**config.mk**
```make
export PLATFORM = sky130hd
export DESIGN_NAME = fp_add_arbiter
export DESIGN_NICKNAME = d
export VERILOG_FILES = /design/src/rtl/fp_arb_pkg.sv /design/src/rtl/fp_rr_arbiter.sv /design/src/rtl/fp_add_arbiter.sv
export SDC_FILE = /design/constraint.sdc
export NUM_CORES = 1
export LEC_CHECK = 0
export ABC_AREA = 1
export BUFFER_PORTS_ARGS = -buffer_cell sky130_fd_sc_hd__buf_2
export CORE_AREA = 8 8 150 152
export DETAILED_ROUTE_END_ITERATION = 6
export DIE_AREA = 0 0 158 160
export PLACE_DENSITY_LB_ADDON = 0.05
export SYNTH_ARGS = -nofsm -noshare
export SYNTH_HDL_FRONTEND = slang
export SYNTH_SLANG_ARGS = --single-unit
```
**constraint.sdc**
```tcl
create_clock -name clk_x70 -period 7.83 [get_ports clk_x70]
set_clock_uncertainty 0.1 [all_clocks]
set_input_delay 0.783 -clock clk_x70 [delete_from_list [all_inputs] [get_ports clk_x70]]
set_output_delay 0.783 -clock clk_x70 [all_outputs]
set_load 0.005 [all_outputs]
```
**src/rtl/fp_arb_pkg.sv**
```systemverilog
// fp_arb_pkg: shared state, tag and FP32 field definitions for the fp_add arbiter.
package fp_arb_pkg;
    localparam int SIGN_W = 1;
    localparam int EXP_W  = 8;
    localparam int MAN_W  = 23;
    localparam int FP_W   = SIGN_W + EXP_W + MAN_W;
    localparam int IDX_W  = 3;

    typedef enum logic {RUN, DRAIN} state_e;

    typedef struct packed {
        logic             valid;
        logic [IDX_W-1:0] idx;
        logic             byp;
        logic [FP_W-1:0]  byp_val;
    } tag_t;

    function automatic logic is_zero(input logic [FP_W-1:0] x);
        return x[EXP_W+MAN_W-1:0] == '0;
    endfunction
endpackage

```
**src/rtl/fp_rr_arbiter.sv**
```systemverilog
// fp_rr_arbiter: one-hot round-robin grant; ptr_i is the highest-priority index.
module fp_rr_arbiter
    import fp_arb_pkg::*;
#(
    parameter int N = 4
) (
    input  logic [N-1:0]     req_i,
    input  logic [IDX_W-1:0] ptr_i,
    output logic [N-1:0]     gnt_o,
    output logic [IDX_W-1:0] idx_o
);
    logic             found;
    logic [IDX_W-1:0] j;

    always_comb begin
        gnt_o = '0;
        idx_o = '0;
        found = 1'b0;
        j     = '0;
        for (int k = 0; k < N; k++) begin
            j = IDX_W'((int'(ptr_i) + k) % N);
            if (!found && req_i[j]) begin
                found    = 1'b1;
                gnt_o[j] = 1'b1;
                idx_o    = j;
            end
        end
    end
endmodule

```
**src/rtl/fp_add_arbiter.sv**
```systemverilog
// fp_add_arbiter: round-robin sharing of one external fp_adder among NUM_REQ requesters.
// Define FP_ARB_ZERO_BYPASS_EN to return the non-zero operand directly when one input is +/-0.
module fp_add_arbiter
    import fp_arb_pkg::*;
#(
    parameter int NUM_REQ = 4,
    parameter int ADD_LAT = 1
) (
    input  logic                    clk_x70,
    input  logic                    rst_x70,
    input  logic [NUM_REQ-1:0]      req_valid_x70,
    input  logic [FP_W*NUM_REQ-1:0] req_a_x70,
    input  logic [FP_W*NUM_REQ-1:0] req_b_x70,
    output logic [NUM_REQ-1:0]      req_ready_x70,
    input  logic                    flush_x70,
    output logic                    idle_x70,
    output logic [FP_W-1:0]         add_a_x70,
    output logic [FP_W-1:0]         add_b_x70,
    input  logic [FP_W-1:0]         add_sum_x70,
    output logic [NUM_REQ-1:0]      resp_valid_x70,
    output logic [FP_W-1:0]         resp_sum_x70
);
    state_e               state_q, state_d;
    logic [IDX_W-1:0]     ptr_q, ptr_d, gnt_idx;
    logic [NUM_REQ-1:0]   arb_req, gnt;
    tag_t                 tag_q [0:ADD_LAT];
    tag_t                 tag_d;
    logic                 busy, xfer;
    logic [FP_W-1:0]      sel_a, sel_b, add_a_q, add_b_q, resp_sum_q;
    logic [NUM_REQ-1:0]   resp_valid_q;

    assign arb_req = (state_q == RUN && !flush_x70) ? req_valid_x70 : '0;
    assign xfer    = |gnt;

    fp_rr_arbiter #(.N(NUM_REQ)) u_arb (
        .req_i (arb_req),
        .ptr_i (ptr_q),
        .gnt_o (gnt),
        .idx_o (gnt_idx)
    );

    always_comb begin
        busy = 1'b0;
        for (int k = 0; k <= ADD_LAT; k++) busy = busy | tag_q[k].valid;
    end

    always_comb begin
        state_d = flush_x70 ? DRAIN : (state_q == DRAIN && busy) ? DRAIN : RUN;
        ptr_d   = !xfer ? ptr_q : (gnt_idx == IDX_W'(NUM_REQ - 1)) ? '0 : gnt_idx + IDX_W'(1);
        sel_a   = req_a_x70[FP_W*gnt_idx +: FP_W];
        sel_b   = req_b_x70[FP_W*gnt_idx +: FP_W];
        tag_d       = '0;
        tag_d.valid = xfer;
        tag_d.idx   = gnt_idx;
`ifdef FP_ARB_ZERO_BYPASS_EN
        tag_d.byp     = is_zero(sel_a) | is_zero(sel_b);
        tag_d.byp_val = is_zero(sel_b) ? sel_a : sel_b;
`else
        tag_d.byp     = 1'b0;
        tag_d.byp_val = '0;
`endif
    end

    // The last tag stage lines up with add_sum_x70 for the operation it describes.
    always_ff @(posedge clk_x70) begin
        if (rst_x70) begin
            state_q      <= RUN;
            ptr_q        <= '0;
            add_a_q      <= '0;
            add_b_q      <= '0;
            resp_valid_q <= '0;
            resp_sum_q   <= '0;
            for (int k = 0; k <= ADD_LAT; k++) tag_q[k] <= '0;
        end else begin
            state_q <= state_d;
            ptr_q   <= ptr_d;
            if (xfer) begin
                add_a_q <= sel_a;
                add_b_q <= sel_b;
            end
            tag_q[0] <= tag_d;
            for (int k = 1; k <= ADD_LAT; k++) tag_q[k] <= tag_q[k-1];
            resp_valid_q <= tag_q[ADD_LAT].valid ? NUM_REQ'(1) << tag_q[ADD_LAT].idx : '0;
            resp_sum_q   <= !tag_q[ADD_LAT].valid ? '0 :
                            tag_q[ADD_LAT].byp ? tag_q[ADD_LAT].byp_val : add_sum_x70;
        end
    end

    assign req_ready_x70  = gnt;
    assign idle_x70       = state_q == RUN && !busy && !xfer;
    assign add_a_x70      = add_a_q;
    assign add_b_x70      = add_b_q;
    assign resp_valid_x70 = resp_valid_q;
    assign resp_sum_x70   = resp_sum_q;
endmodule

```
; ---- Yosys cells after proc, flatten, opt, wreduce, memory -nomap -nowiden
; Memory sizes are Yosys's and may differ from the RTL's.
; Cells that the tools add are included.
[op_classes]
bitwise_logic = 11
reduce_logical = 22
shift = 3
n_mux = 37
n_eq_ne = 1
magnitude_cmp = 8
add_sub_neg = 4
[op_table]
columns = operator, n
row1 = variable part select 128 x 9 -> 32 bit, 2
row2 = two-way mux 37 bit, 2
row3 = two-way mux 32 bit, 1
row4 = two-way mux 4 bit, 5
row5 = two-way mux 1 bit, 16
row6 = bitwise OR 4 bit, 3
row7 = logical AND 1 bit, 11
row8 = >= comparator 3 x 1 -> 1 bit (second input constant), 3
row9 = less-than comparator 3 bit (second input constant), 3
row10 = two-way mux 3 bit, 3
row11 = binary-select mux 1 bit (select 2 bit), 4
row12 = demux 1 bit (select 2 bit), 4
row13 = OR reduction 2 bit, 4
row14 = logical NOT 1 bit, 6
row15 = adder 2 x 1 -> 2 bit (second input constant), 2
row16 = adder 2 bit (second input constant), 2
row17 = two-way mux 2 bit, 2
row18 = OR reduction 4 bit, 1
row19 = left shift 1 x 3 -> 4 bit (first input constant), 1
row20 = AND 1 bit (first input constant), 3
row21 = == test 3 x 2 -> 1 bit (second input constant), 1
row22 = less-than comparator 2 x 3 -> 1 bit (second input constant), 1
row23 = bitwise OR 1 bit, 3
row24 = >= comparator 2 x 1 -> 1 bit (second input constant), 1
row25 = NOT 1 bit, 2
[totals]
elab_cells = 93
out_inout_bits = 105
input_bits = 295
ramBits = 74
register_bits = 103
memories = 1
[memory_table]
columns = memory, words, word_bits, read_ports, rd_clocked_by_memory_dff, wr, line
row1 = tag_q, 2, 37, 2, 0, 2, fp_add_arbiter.sv:26  ; tag_t tag_q [0:ADD_LAT];

; ---- Logic depth before layout (Yosys ltp)
[logic_depth]
ltp_word = 18
mapped_depth = 17
ltp_nobuf = 15

; ---- Hierarchy
; From an unflattened synthesis, not the netlist that was laid out.
[hier_totals]
cells_unflattened = 1237
hier_area_um2 = 7041.8
[by_module_without_submodules]
columns = mod, cells_each, instances, area_per_inst_um2
row1 = fp_add_arbiter, 1153, 1, 6515.0
row2 = fp_rr_arbiter, 84, 1, 526.8

; ---- Least setup slack after synthesis
; No wires, ideal clock.
[synth_timing]
kind = input to output
start = input flush_x70
end = output idle_x70
stages = 15
n_path_buf = 2
t_arrival_ps = 2317
slack_ps = 4630
path_cell_list = nor2_4 -> nand3_1 -> nand3_1 -> nand2_4 -> nand3_4 -> nor2_1 -> nor2_1 -> nand2_1 -> inv_2 -> nand2_1 -> nor2_4 -> buf_6 -> buf_6 -> nand2_1 -> nor2_1
[synth_via]
elab_chain_len = 18
[synth_rtl]
columns = element, line
row1 = from (decl), fp_add_arbiter.sv:15  ; input logic flush_x70,
row2 = logical NOT 1 bit *, fp_add_arbiter.sv:32  ; assign arb_req = (state_q == RUN && !flush_x70) ? req_valid_x70 : '0;
row3 = logical AND 1 bit *, fp_add_arbiter.sv:32
row4 = two-way mux 4 bit *, fp_add_arbiter.sv:32
row5 = binary-select mux 1 bit (select 2 bit), fp_rr_arbiter.sv:22  ; if (!found && req_i[j]) begin
row6 = two-way mux 1 bit (not written as such), fp_rr_arbiter.sv:22
row7 = two-way mux 1 bit, fp_rr_arbiter.sv:22
row8 = logical NOT 1 bit, fp_rr_arbiter.sv:22
row9 = logical AND 1 bit, fp_rr_arbiter.sv:22
row10 = [... 3 more ...], --
row11 = two-way mux 1 bit, fp_rr_arbiter.sv:22
row12 = logical NOT 1 bit, fp_rr_arbiter.sv:22
row13 = logical AND 1 bit, fp_rr_arbiter.sv:22
row14 = two-way mux 4 bit *, fp_rr_arbiter.sv:22
row15 = net req_ready_x70[2], fp_add_arbiter.sv:14  ; output logic [NUM_REQ-1:0] req_ready_x70,
row16 = OR reduction 4 bit *, fp_add_arbiter.sv:33  ; assign xfer = |gnt;
row17 = logical NOT 1 bit *, fp_add_arbiter.sv:90  ; assign idle_x70 = state_q == RUN && !busy && !xfer;
row18 = logical AND 1 bit *, fp_add_arbiter.sv:90
row19 = to (decl), fp_add_arbiter.sv:16  ; output logic idle_x70,
; The timed path passes the listed nets; every way through them passes the cells marked *. The select of a mux whose other input is x is not followed.

; ---- Final worst setup path
[layout_timing]
start = register ptr_q[0]
end = register add_b_q[21], in the netlist add_b_x70[21]
[layout_via]
elab_chain_len = 14
[layout_rtl]
columns = element, line
row1 = from (decl), fp_add_arbiter.sv:24  ; logic [IDX_W-1:0] ptr_q, ptr_d, gnt_idx;
row2 = from (signal assigned), fp_add_arbiter.sv:76  ; ptr_q <= ptr_d;
row3 = branches (longest 14 deep; another with adder 2 x 1 -> 2 bit), --
row4 = to (signal assigned), fp_add_arbiter.sv:79  ; add_b_q <= sel_b;
row5 = to (decl), fp_add_arbiter.sv:29  ; logic [FP_W-1:0] sel_a, sel_b, add_a_q, add_b_q, resp_sum_q;
; Several ways; the timed one is not identified. The select of a mux whose other input is x is not followed.
; A chain may end at the register's enable or synchronous reset.

==> results.json <==
{
  "setup_viol": 0,
  "die_area_um2": 25300,
  "synth_top_area_share_pct": 27.8,
  "io_buffers": 399,
  "slowest_stage": "buf_4",
  "synthCells": 1365,
  "finalNetCount": 1999,
  "hold_path_end": "tag_q[0][70]$_SDFF_PP0_",
  "first_global_vias": 8704,
  "vias_per_cell": 4.59,
  "clockRootBuffer": "clkbuf_16",
  "synth_edf_count": 0,
  "whs_path_depth": 2,
  "tritoncts": "yes",
  "path_max_fanout": 78,
  "worstMarginPinSlew_ns": 1.14,
  "post_drt_wl_per_cell_um": 15.2,
  "gr-total-overflow": 0,
  "cts_buffers": 9,
  "hold_viol": 0,
  "grt_pass1_wl_um": 45600,
  "ys_types": 26,
  "fillerInstances": 2252,
  "cts_sinks": 109,
  "maxSlewViolCount": 0,
  "ctsResizeCount": 0,
  "finalSetupTns_ns": 0,
  "period_needed_ns": 4.30,
  "reg2reg_depth": 14,
  "place_congestion": 0.849,
  "ant_nets": 0,
  "synth_area_um2": 7840,
  "vdd_ir_drop_max_v": 0.000290,
  "die_y_um": 160,
  "total_power_uw": 4510,
  "critPathKind": "reg2reg",
  "die_x_um": 158,
  "synth_mux_area_share_pct": 0,
  "maxSlewHeadroom_pct": 24.0,
  "status": "complete, no violations",
  "worstPathCellList": "inv_2 -> ha_1 -> inv_1 -> nand3_1 -> nand2_2 -> nand3_4 -> nand3_4 -> nand2_4 -> buf_4 -> nand2_1 -> nand3_1 -> nand2_1 -> nor2_1 -> nor2_1",
  "netlist_top_cells_count": "nand2_1, inv_1, nand3_1, nor2_1, dfxtp_1",
  "drcViolationCount": 0,
  "coreArea_um2": 20000,
  "boundaryPins": 400,
  "detailedRoute.firstPassIterationCount": 5,
  "synth_flop_cell": "dfxtp_1",
  "track_usage_pct": 22.6,
  "synth.largest_area_cell": "dfxtp_1",
  "via_count": 9064,
  "clk_latency_ns": 0.36,
  "min-delay-start": "tag_q[0][33]$_SDFF_PP0_",
  "holdWs_ns": 0.305,
  "required_ns": 7.98,
  "synthArstFlopShare_pct": 0,
  "rrSetupSlack_ns": 3.53,
  "routed_wl_um": 30000,
  "path_clk_slew_ns": 0.09,
  "r2r-start": "ptr_q[0]$_SDFFE_PP0P_",
  "critPathCaptureType": "register",
  "initial_core_util_pct": 39.1,
  "grt_antenna_before_repair": 4,
  "hold_buffers": 0,
  "clock_path_buffers": 2,
  "synthXorXnorAreaFrac_pct": 0,
  "crit-reg2reg-capture": "add_b_x70[21]$_SDFFE_PP0P_",
  "synth_fp_nets": 1668,
  "crit_buf_inv": 3,
  "cp-start-kind": "register",
  "critical-path-max-stage-delay_ns": 0.71,
  "postCtsSetupBuffers": 0,
  "synth_seq_area_share_pct": 27.8,
  "hp-class": "reg2reg",
  "synth-simple-area-share_pct": 49.0,
  "synth-seq-cells": 109,
  "htreeDepth": 3,
  "yosysMostFrequentCell": "nand2_1",
  "synth.area.top_cells": "dfxtp_1, nand3_1, nand2_1",
  "fmax_mhz": 233,
  "cap_viol_max_count": 0,
  "leakage_uw": 0.00633,
  "synth_compound_area_share_pct": 0.255,
  "area_delta_synth_final_pct": 28.6,
  "fin_crit_sh_pct": 54.9,
  "cp_top_family": "simple AND/OR/NAND/NOR gates",
  "rsz0062_at_grt": "false",
  "ys_warn_count": 0,
  "drt_iter0_drc": 450,
  "synth_top_family_by_area": "simple AND/OR/NAND/NOR gates",
  "num_rows": 52,
  "power_per_cell_area_nw_per_um2": 447,
  "synthAdderAreaFrac_pct": 1.28,
  "avgSynthCellArea_um2": 5.74,
  "dpl.hpwl_um": 22600,
  "grt_max_degree": 98,
  "arrival_ns": 4.45,
  "drive_gt1_share_pct": 26.3
}
through the flow:
stage | setup WS [ns] | instance area [um2] | util, % | instances
2_1_floorplan | 4.63 | 7840 | - | 1365
6_report | 3.53 | 10100 | 50.3 | 1973
3_5_place_dp | 3.51 | 9770 | 48.8 | 1955
3_3_place_gp | 3.56 | 9770 | 48.8 | 1955
4_1_cts | 3.50 | 10100 | 50.3 | 1971
5_1_grt | 3.15 | 10100 | 50.3 | 1973
cell usage in the layout, fill, tap and decap left out:
| cell type | instances |
|---|---|
| ha_1 | 8 |
| clkinvlp_4 | 1 |
| nand2_2 | 2 |
| inv_2 | 7 |
| nand3b_1 | 64 |
| clkinv_1 | 1 |
| nand2_1 | 303 |
| inv_6 | 2 |
| diode_2 | 2 |
| nand4_4 | 1 |
| a21oi_1 | 2 |
| nor3_2 | 1 |
| nor2_1 | 179 |
| nand4_1 | 1 |
| inv_8 | 1 |
| inv_1 | 303 |
| clkbuf_16 | 9 |
| clkinv_4 | 1 |
| buf_4 | 9 |
| nor3_1 | 6 |
| nor2_2 | 1 |
| nor2_4 | 4 |
| nand2_4 | 3 |
| nand3_1 | 277 |
| nand3_2 | 1 |
| a21oi_4 | 1 |
| nand3_4 | 2 |
| buf_2 | 399 |
| o21ai_1 | 1 |
| clkinv_8 | 2 |
| dfxtp_1 | 109 |
cell type report:
cell class / instances / area, um2 / area share (%)
multi-input cells: 857 / 4020 / 39.9
flip-flops and latches: 109 / 2180 / 21.7
repair buffers: 408 / 2060 / 20.5
inverters: 311 / 1170 / 11.6
well taps: 270 / 338 / 3.35
clock buffers: 9 / 225 / 2.23
clock inverters: 7 / 77.6 / 0.770
diodes: 2 / 5.00 / 0.0497
sequential cells by signal, indices dropped and copies added (netlist names):
register,cells
resp_sum_x70,32
tag_q,6
ptr_q,2
state_q,1
add_a_x70,32
resp_valid_x70,4
add_b_x70,32
per-layer routing:
layer | vias up | part of all wire, % | GRT usage [%]
li1 | 4741 | - | -
met1 | 3965 | 40 | 25.0
met2 | 321 | 49 | 40.7
met4 | 4 | 2.0 | 7.33
met5 | - | 0.090 | 0
met3 | 33 | 8.8 | 6.15
worst max-delay path by stage:
| stage | cells after the start | endpoint | slack, ns | start |
|---|---|---|---|---|
| after floorplan | 15 | idle_x70 | 4.63 | flush_x70 |
| after CTS | 14 | add_b_x70[21]$_SDFFE_PP0P_ | 3.50 | ptr_q[0]$_SDFFE_PP0P_ |
| final | 14 | add_b_x70[21]$_SDFFE_PP0P_ | 3.53 | ptr_q[0]$_SDFFE_PP0P_ |
| after detailed placement | 14 | add_b_x70[17]$_SDFFE_PP0P_ | 3.51 | flush_x70 |
| after global placement | 14 | add_b_x70[17]$_SDFFE_PP0P_ | 3.56 | flush_x70 |
| after global routing | 14 | add_b_x70[0]$_SDFFE_PP0P_ | 3.15 | ptr_q[0]$_SDFFE_PP0P_ |
report_power, final:
group	switching [uW]	internal [uW]	leakage, uW	total, uW
Combinational	2170	1060	0.00529	3230
Clock	242	227	0.000144	469
Sequential	83.0	720	0.000897	803
cells by family after synthesis:
group,Yosys count
buffers and inverters,399
and+or+nand+nor,845
adders and majority gates,8
AOI/OAI and AO/OA,4
DFF,109
tightest hold or removal path: stages, from the launching register on:
cell	delay [ns]
dfxtp_1	0.31
inv_1	0.04
nor2_1	0.03
Power figures use the tool's default switching activity.
